File: src/rtl/mult_pkg.sv
// Shared constants and types for the pipelined multiplier.
`timescale 1ns/1ps
package mult_pkg;

    // Operand width used when the instantiating code does not override it.
    localparam int MULT_DEFAULT_WIDTH = 16;

    // Rising edges from operand sampling to the product appearing on P.
    localparam int MULT_LATENCY = 3;

    // Product of two half-width operands at the default width (W/2 x W/2 -> W bits).
    typedef logic [MULT_DEFAULT_WIDTH-1:0] mult_half_prod_t;

endpackage

File: src/rtl/mult_half.sv
// Unsigned half-width combinational multiplier: HW x HW -> 2*HW bits.
`timescale 1ns/1ps
module mult_half #(
    parameter int HW = 8
) (
    input  logic [HW-1:0]   a,
    input  logic [HW-1:0]   b,
    output logic [2*HW-1:0] p
);

    // Both operands are zero-extended so the full product width is kept.
    always_comb begin
        p = {{HW{1'b0}}, a} * {{HW{1'b0}}, b};
    end

endmodule

File: src/rtl/mult.sv
// Three-stage pipelined WIDTH x WIDTH multiplier with a full 2*WIDTH-bit product.
// Stage 1 registers the operands (magnitudes and sign in signed builds),
// stage 2 registers four half-width partial products, stage 3 sums them into P.
// Define MULT_SIGNED_EN for two's-complement operands and product; without it
// the multiplier is unsigned and carries no sign logic.
// WIDTH must be even and at least 4.
`timescale 1ns/1ps
module mult
    import mult_pkg::*;
#(
    parameter int WIDTH = MULT_DEFAULT_WIDTH
) (
    input  logic                 clk,
    input  logic                 rst,
    input  logic [WIDTH-1:0]     A,
    input  logic [WIDTH-1:0]     B,
    output logic [2*WIDTH-1:0]   P
);

    localparam int H = WIDTH / 2;

    // Operand values presented to stage 1 (magnitudes in signed builds).
    logic [WIDTH-1:0]   a_mag_s;
    logic [WIDTH-1:0]   b_mag_s;

    // Stage 1 registers.
    logic [WIDTH-1:0]   a_r;
    logic [WIDTH-1:0]   b_r;

    // Partial products from the half-width multipliers.
    logic [WIDTH-1:0]   ll_s;
    logic [WIDTH-1:0]   lh_s;
    logic [WIDTH-1:0]   hl_s;
    logic [WIDTH-1:0]   hh_s;

    // Stage 2 registers.
    logic [WIDTH-1:0]   ll_r;
    logic [WIDTH-1:0]   lh_r;
    logic [WIDTH-1:0]   hl_r;
    logic [WIDTH-1:0]   hh_r;

    // Stage 3 arithmetic: the cross-term sum keeps its carry bit.
    logic [WIDTH:0]     mid_s;
    logic [2*WIDTH-1:0] sum_s;
    logic [2*WIDTH-1:0] res_s;

`ifdef MULT_SIGNED_EN
    localparam logic [WIDTH-1:0]   ONE_W  = {{(WIDTH-1){1'b0}}, 1'b1};
    localparam logic [2*WIDTH-1:0] ONE_2W = {{(2*WIDTH-1){1'b0}}, 1'b1};

    logic sign_s;
    logic sign1_r;
    logic sign2_r;

    // Split signed operands into magnitude and result sign; the most negative
    // value maps onto itself, which is its correct unsigned magnitude.
    always_comb begin
        sign_s = A[WIDTH-1] ^ B[WIDTH-1];
        if (A[WIDTH-1]) begin
            a_mag_s = (~A) + ONE_W;
        end else begin
            a_mag_s = A;
        end
        if (B[WIDTH-1]) begin
            b_mag_s = (~B) + ONE_W;
        end else begin
            b_mag_s = B;
        end
    end

    // Carry the result sign alongside the data through stages 1 and 2.
    always_ff @(posedge clk) begin
        if (rst) begin
            sign1_r <= 1'b0;
            sign2_r <= 1'b0;
        end else begin
            sign1_r <= sign_s;
            sign2_r <= sign1_r;
        end
    end
`else
    // Unsigned build: operands pass straight into stage 1.
    always_comb begin
        a_mag_s = A;
        b_mag_s = B;
    end
`endif

    // Stage 1: capture operands.
    always_ff @(posedge clk) begin
        if (rst) begin
            a_r <= {WIDTH{1'b0}};
            b_r <= {WIDTH{1'b0}};
        end else begin
            a_r <= a_mag_s;
            b_r <= b_mag_s;
        end
    end

    mult_half #(.HW(H)) u_ll (.a(a_r[H-1:0]),     .b(b_r[H-1:0]),     .p(ll_s));
    mult_half #(.HW(H)) u_lh (.a(a_r[H-1:0]),     .b(b_r[WIDTH-1:H]), .p(lh_s));
    mult_half #(.HW(H)) u_hl (.a(a_r[WIDTH-1:H]), .b(b_r[H-1:0]),     .p(hl_s));
    mult_half #(.HW(H)) u_hh (.a(a_r[WIDTH-1:H]), .b(b_r[WIDTH-1:H]), .p(hh_s));

    // Stage 2: capture the four partial products.
    always_ff @(posedge clk) begin
        if (rst) begin
            ll_r <= {WIDTH{1'b0}};
            lh_r <= {WIDTH{1'b0}};
            hl_r <= {WIDTH{1'b0}};
            hh_r <= {WIDTH{1'b0}};
        end else begin
            ll_r <= ll_s;
            lh_r <= lh_s;
            hl_r <= hl_s;
            hh_r <= hh_s;
        end
    end

    // Recombine partial products; the true product always fits in 2*WIDTH bits.
    always_comb begin
        mid_s = {1'b0, lh_r} + {1'b0, hl_r};
        sum_s = {{WIDTH{1'b0}}, ll_r}
              + ({{(WIDTH-1){1'b0}}, mid_s} << H)
              + {hh_r, {WIDTH{1'b0}}};
`ifdef MULT_SIGNED_EN
        if (sign2_r) begin
            res_s = (~sum_s) + ONE_2W;
        end else begin
            res_s = sum_s;
        end
`else
        res_s = sum_s;
`endif
    end

    // Stage 3: registered product output.
    always_ff @(posedge clk) begin
        if (rst) begin
            P <= {(2*WIDTH){1'b0}};
        end else begin
            P <= res_s;
        end
    end

endmodule

File: config.mk
export PLATFORM = sky130hd
export DESIGN_NAME = mult
export DESIGN_NICKNAME = d
export VERILOG_FILES = /design/src/rtl/mult_pkg.sv /design/src/rtl/mult_half.sv /design/src/rtl/mult.sv
export SDC_FILE = /design/constraint.sdc
export NUM_CORES = 1
export LEC_CHECK = 0
export CAP_MARGIN = 10
export CORE_MARGIN = 5
export CORE_UTILIZATION = 65
export CTS_CLUSTER_DIAMETER = 150
export DETAILED_ROUTE_END_ITERATION = 6
export GPL_TIMING_DRIVEN = 0
export PLACE_DENSITY = 0.9
export SYNTH_ARGS = -nofsm -noshare
export SYNTH_HDL_FRONTEND = slang
export SYNTH_SLANG_ARGS = --single-unit
File: constraint.sdc
create_clock -name clk -period 8.9 [get_ports clk]
set_input_delay 0.89 -clock clk [delete_from_list [all_inputs] [get_ports clk]]
set_output_delay 0.89 -clock clk [all_outputs]
set_load 0.02 [all_outputs]
==> results.yml <==
power:
  seqPwrFrac_pct: 33.7
  pwr-share-comb_pct: 30.6
  switching_share_pct: 35.0
  clkPwrFrac_pct: 35.7
  p_int_uw: 1270
  leakagePower_uw: 0.00741
  p_total_uw: 1950
  power_density_mw_per_mm2: 130
  p_sw_uw: 685
  peakVddDrop_mv: 0.136
worst_setup_path:
  r2r-start: "b_r[15]$_SDFF_PP0_"
  endpoint_kind: "flip-flop"
  ff2ff_setup_slack_ns: 2.91
  worstSetupPathType: "flip-flop to flip-flop"
  crit_path_max_fanout: 10
  cp-endpoint: "lh_r[13]$_SDFF_PP0_"
  reg2reg_depth: 16
  crit_start: "b_r[15]$_SDFF_PP0_"
  regToRegEndpoint: "lh_r[13]$_SDFF_PP0_"
  crit_required_ns: 9.12
  cp_data_arrival_time_ns: 6.21
  critPathLaunchType: "flip-flop"
clock_network:
  cts_buffers: 17
  cts_resized: 0
  clk_pin_slew_ns: 0.06
  cts.sinks: 128
  clk_path_buf_depth: 2
  postCtsHoldBufs: 0
  cts_root_buf: "clkbuf_16"
  cts_tree: "done"
  cts_max_level: 4
  clkLatencyLatePin_ns: 0.44
  postCtsSetupBuffers: 0
floorplanning:
  rows: 52
  ioPinCount: 66
  start_util_pct: 66.2
  die_w_microns: 154
  die-area_sq_mm: 0.0237
  coreArea_sq_mm: 0.0203
  die_h_microns: 154
run_status:
  status: "finished clean"
cells_and_area:
  fin_area_sq_mm: 0.0150
  drive_gt1_share_pct: 2.70
  fin_nets: 1937
  fin_cells: 1864
  fillers: 1421
  areaGrowthSynthToFinish_pct: 11.6
  seq_area_sq_mm: 0.00256
  multi_input_area_sq_mm: 0.00995
route:
  drt-pass1-iter-count: 5
  via_per_inst: 5.90
  first_iter_violations: 958
  antenna_left: 0
  dr_total_vias: 11000
  routed_wirelength_mm: 34.9
  drc_errors: 0
  wl_per_cell_microns: 18.7
placement:
  io_buffers: 65
  dp_cells: 1831
  hpwl_mm: 26.8
  dpl-instance-area_sq_mm: 0.0144
  gp_congestion: 1.01
yosys:
  netlist_area_sq_mm: 0.0134
  ys.flop_type: "dfxtp_1"
  async_flop_share_pct: 0
  syn_inst: 1496
  ys_types: 55
  syn_avg_cell_area_sq_um: 8.99
  synth_nets: 1853
  seq_area_frac_synth_pct: 19.1
  yosys_warnings: 0
  synth-seq-cells: 128
  synth_edf_count: 0
sta:
  rsz0062_at_grt: "false"
  drv_slew: 0
  finalSetupViolations: 0
  fmax_ghz: 0.167
  finalHoldViolations: 0
  setup-tns-final_ns: 0
  finalCriticalPeriod_ns: 5.99
  tightest_slew_ns: 1.14
  maxSlewHeadroom_pct: 22.1
  period_share_pct: 67.3
  hold_slack_ns: 0.442
  clock_skew_ns: 0.0138
global_route:
  grt_pass1_wl_mm: 57.0
  grt_pass1_vias: 11300
  grt_max_degree: 17
  antenna_found_initial: 1
  grt_usage_pct: 30.1
  grt-ovfl-total: 0
run:
  maxCapViolations: 0
hold_path:
  worstHoldPathType: "flip-flop to flip-flop"
## worst min-delay path by stage
| stage | start | to | cells past startpoint |
|---|---|---|---|
| floorplan | ll_r[0]$_SDFF_PP0_ | P[0]$_SDFF_PP0_ | 1 |
| global placement | ll_r[6]$_SDFF_PP0_ | P[6]$_SDFF_PP0_ | 1 |
| detailed placement | ll_r[5]$_SDFF_PP0_ | P[5]$_SDFF_PP0_ | 1 |
| CTS | ll_r[5]$_SDFF_PP0_ | P[5]$_SDFF_PP0_ | 1 |
| global route | ll_r[0]$_SDFF_PP0_ | P[0]$_SDFF_PP0_ | 1 |
| finish | ll_r[5]$_SDFF_PP0_ | P[5]$_SDFF_PP0_ | 1 |
## routing by layer
| layer | vias to the layer above | routed length, microns | global-route usage [%] |
|---|---|---|---|
| met2 | 668 | 15900 | 48.7 |
| met1 | 5126 | 13600 | 38.5 |
| met3 | 149 | 3520 | 6.24 |
| li1 | 5062 | - | - |
| met5 | - | 0 | 0 |
| met4 | 0 | 1850 | 15.3 |
## logic make-up (layout without fill, tap and decap cells)
kind of cell / Yosys count / in the layout / synth area share [%]
AND/OR/NAND/NOR: 522 / 522 / 21.3
AO/OA/AOI/OAI: 231 / 231 / 11.6
XOR/XNOR: 40 / 40 / 2.61
other: 0 / 1 / 0
multiplexers: 4 / 4 / 0.326
buffers and inverters: 248 / 345 / 6.94
flip-flops: 128 / 128 / 19.1
adder cells (fa/ha/maj): 323 / 323 / 38.2
## state kept, by name, indices dropped and copies added, names as in the netlist
signal / cells
hh_r: 16
hl_r: 16
P: 32
b_r: 16
lh_r: 16
ll_r: 16
a_r: 16
## cell usage after synthesis, types with 32 or more instances
cell	number	area (sq um)
fa_1	146	2920
o21ai_0	32	160
nor2b_1	68	425
a21oi_1	37	185
dfxtp_1	128	2560
clkbuf_1	45	169
nor2_1	88	330
inv_1	199	747
ha_1	177	2210
a211oi_1	34	255
nand2_1	76	285
and2_1	201	1260
## stage by stage
step | util, % | setup WS (ns)
floorplan | - | 4.48
global placement | 71.1 | 3.10
detailed placement | 71.1 | 3.09
CTS | 73.9 | 3.06
global route | 73.9 | 2.80
finish | 73.9 | 2.91
## power groups by stage
stage / logic, uW / clock network [uW] / registers [uW]
floorplan: 391 / 0 / 677
global placement: 555 / 0 / 668
detailed placement: 577 / 0 / 670
CTS: 587 / 694 / 658
global route: 664 / 719 / 664
finish: 597 / 698 / 659
## cells in the final DEF, fill, tap and decap left out, types with 32 or more instances in the layout
master             n
a211oi_1          34
a21oi_1           37
and2_1           201
clkbuf_1          46
clkdlybuf4s50_1   65
dfxtp_1          128
fa_1             146
ha_1             177
inv_1            199
nand2_1           76
nor2_1            88
nor2b_1           68
o21ai_0           32
## final cells by class
class | count | share of cell area (%)
multi-input combinational | 1120 | 66.3
clock inverter | 14 | 0.959
timing repair buffer | 65 | 4.34
buffer | 49 | 1.24
clock buffer | 18 | 2.86
antenna | 1 | 0.0167
tap | 270 | 2.25
inverter | 199 | 4.98
sequential | 128 | 17.1
## critical path, cell delays in order (launching register included)
cell and delay (ns):
dfxtp_1 0.54, clkbuf_1 0.51, nand2_1 0.16, fa_1 0.55, fa_1 0.56, inv_1 0.06
fa_1 0.53, inv_1 0.06, fa_1 0.53, inv_1 0.04, ha_1 0.33, o21a_1 0.14
o31a_1 0.22, o32a_1 0.25, a21o_1 0.19, a31oi_1 0.10, a2111oi_0 0.99
No activity file was read; power rests on OpenSTA's default activity.
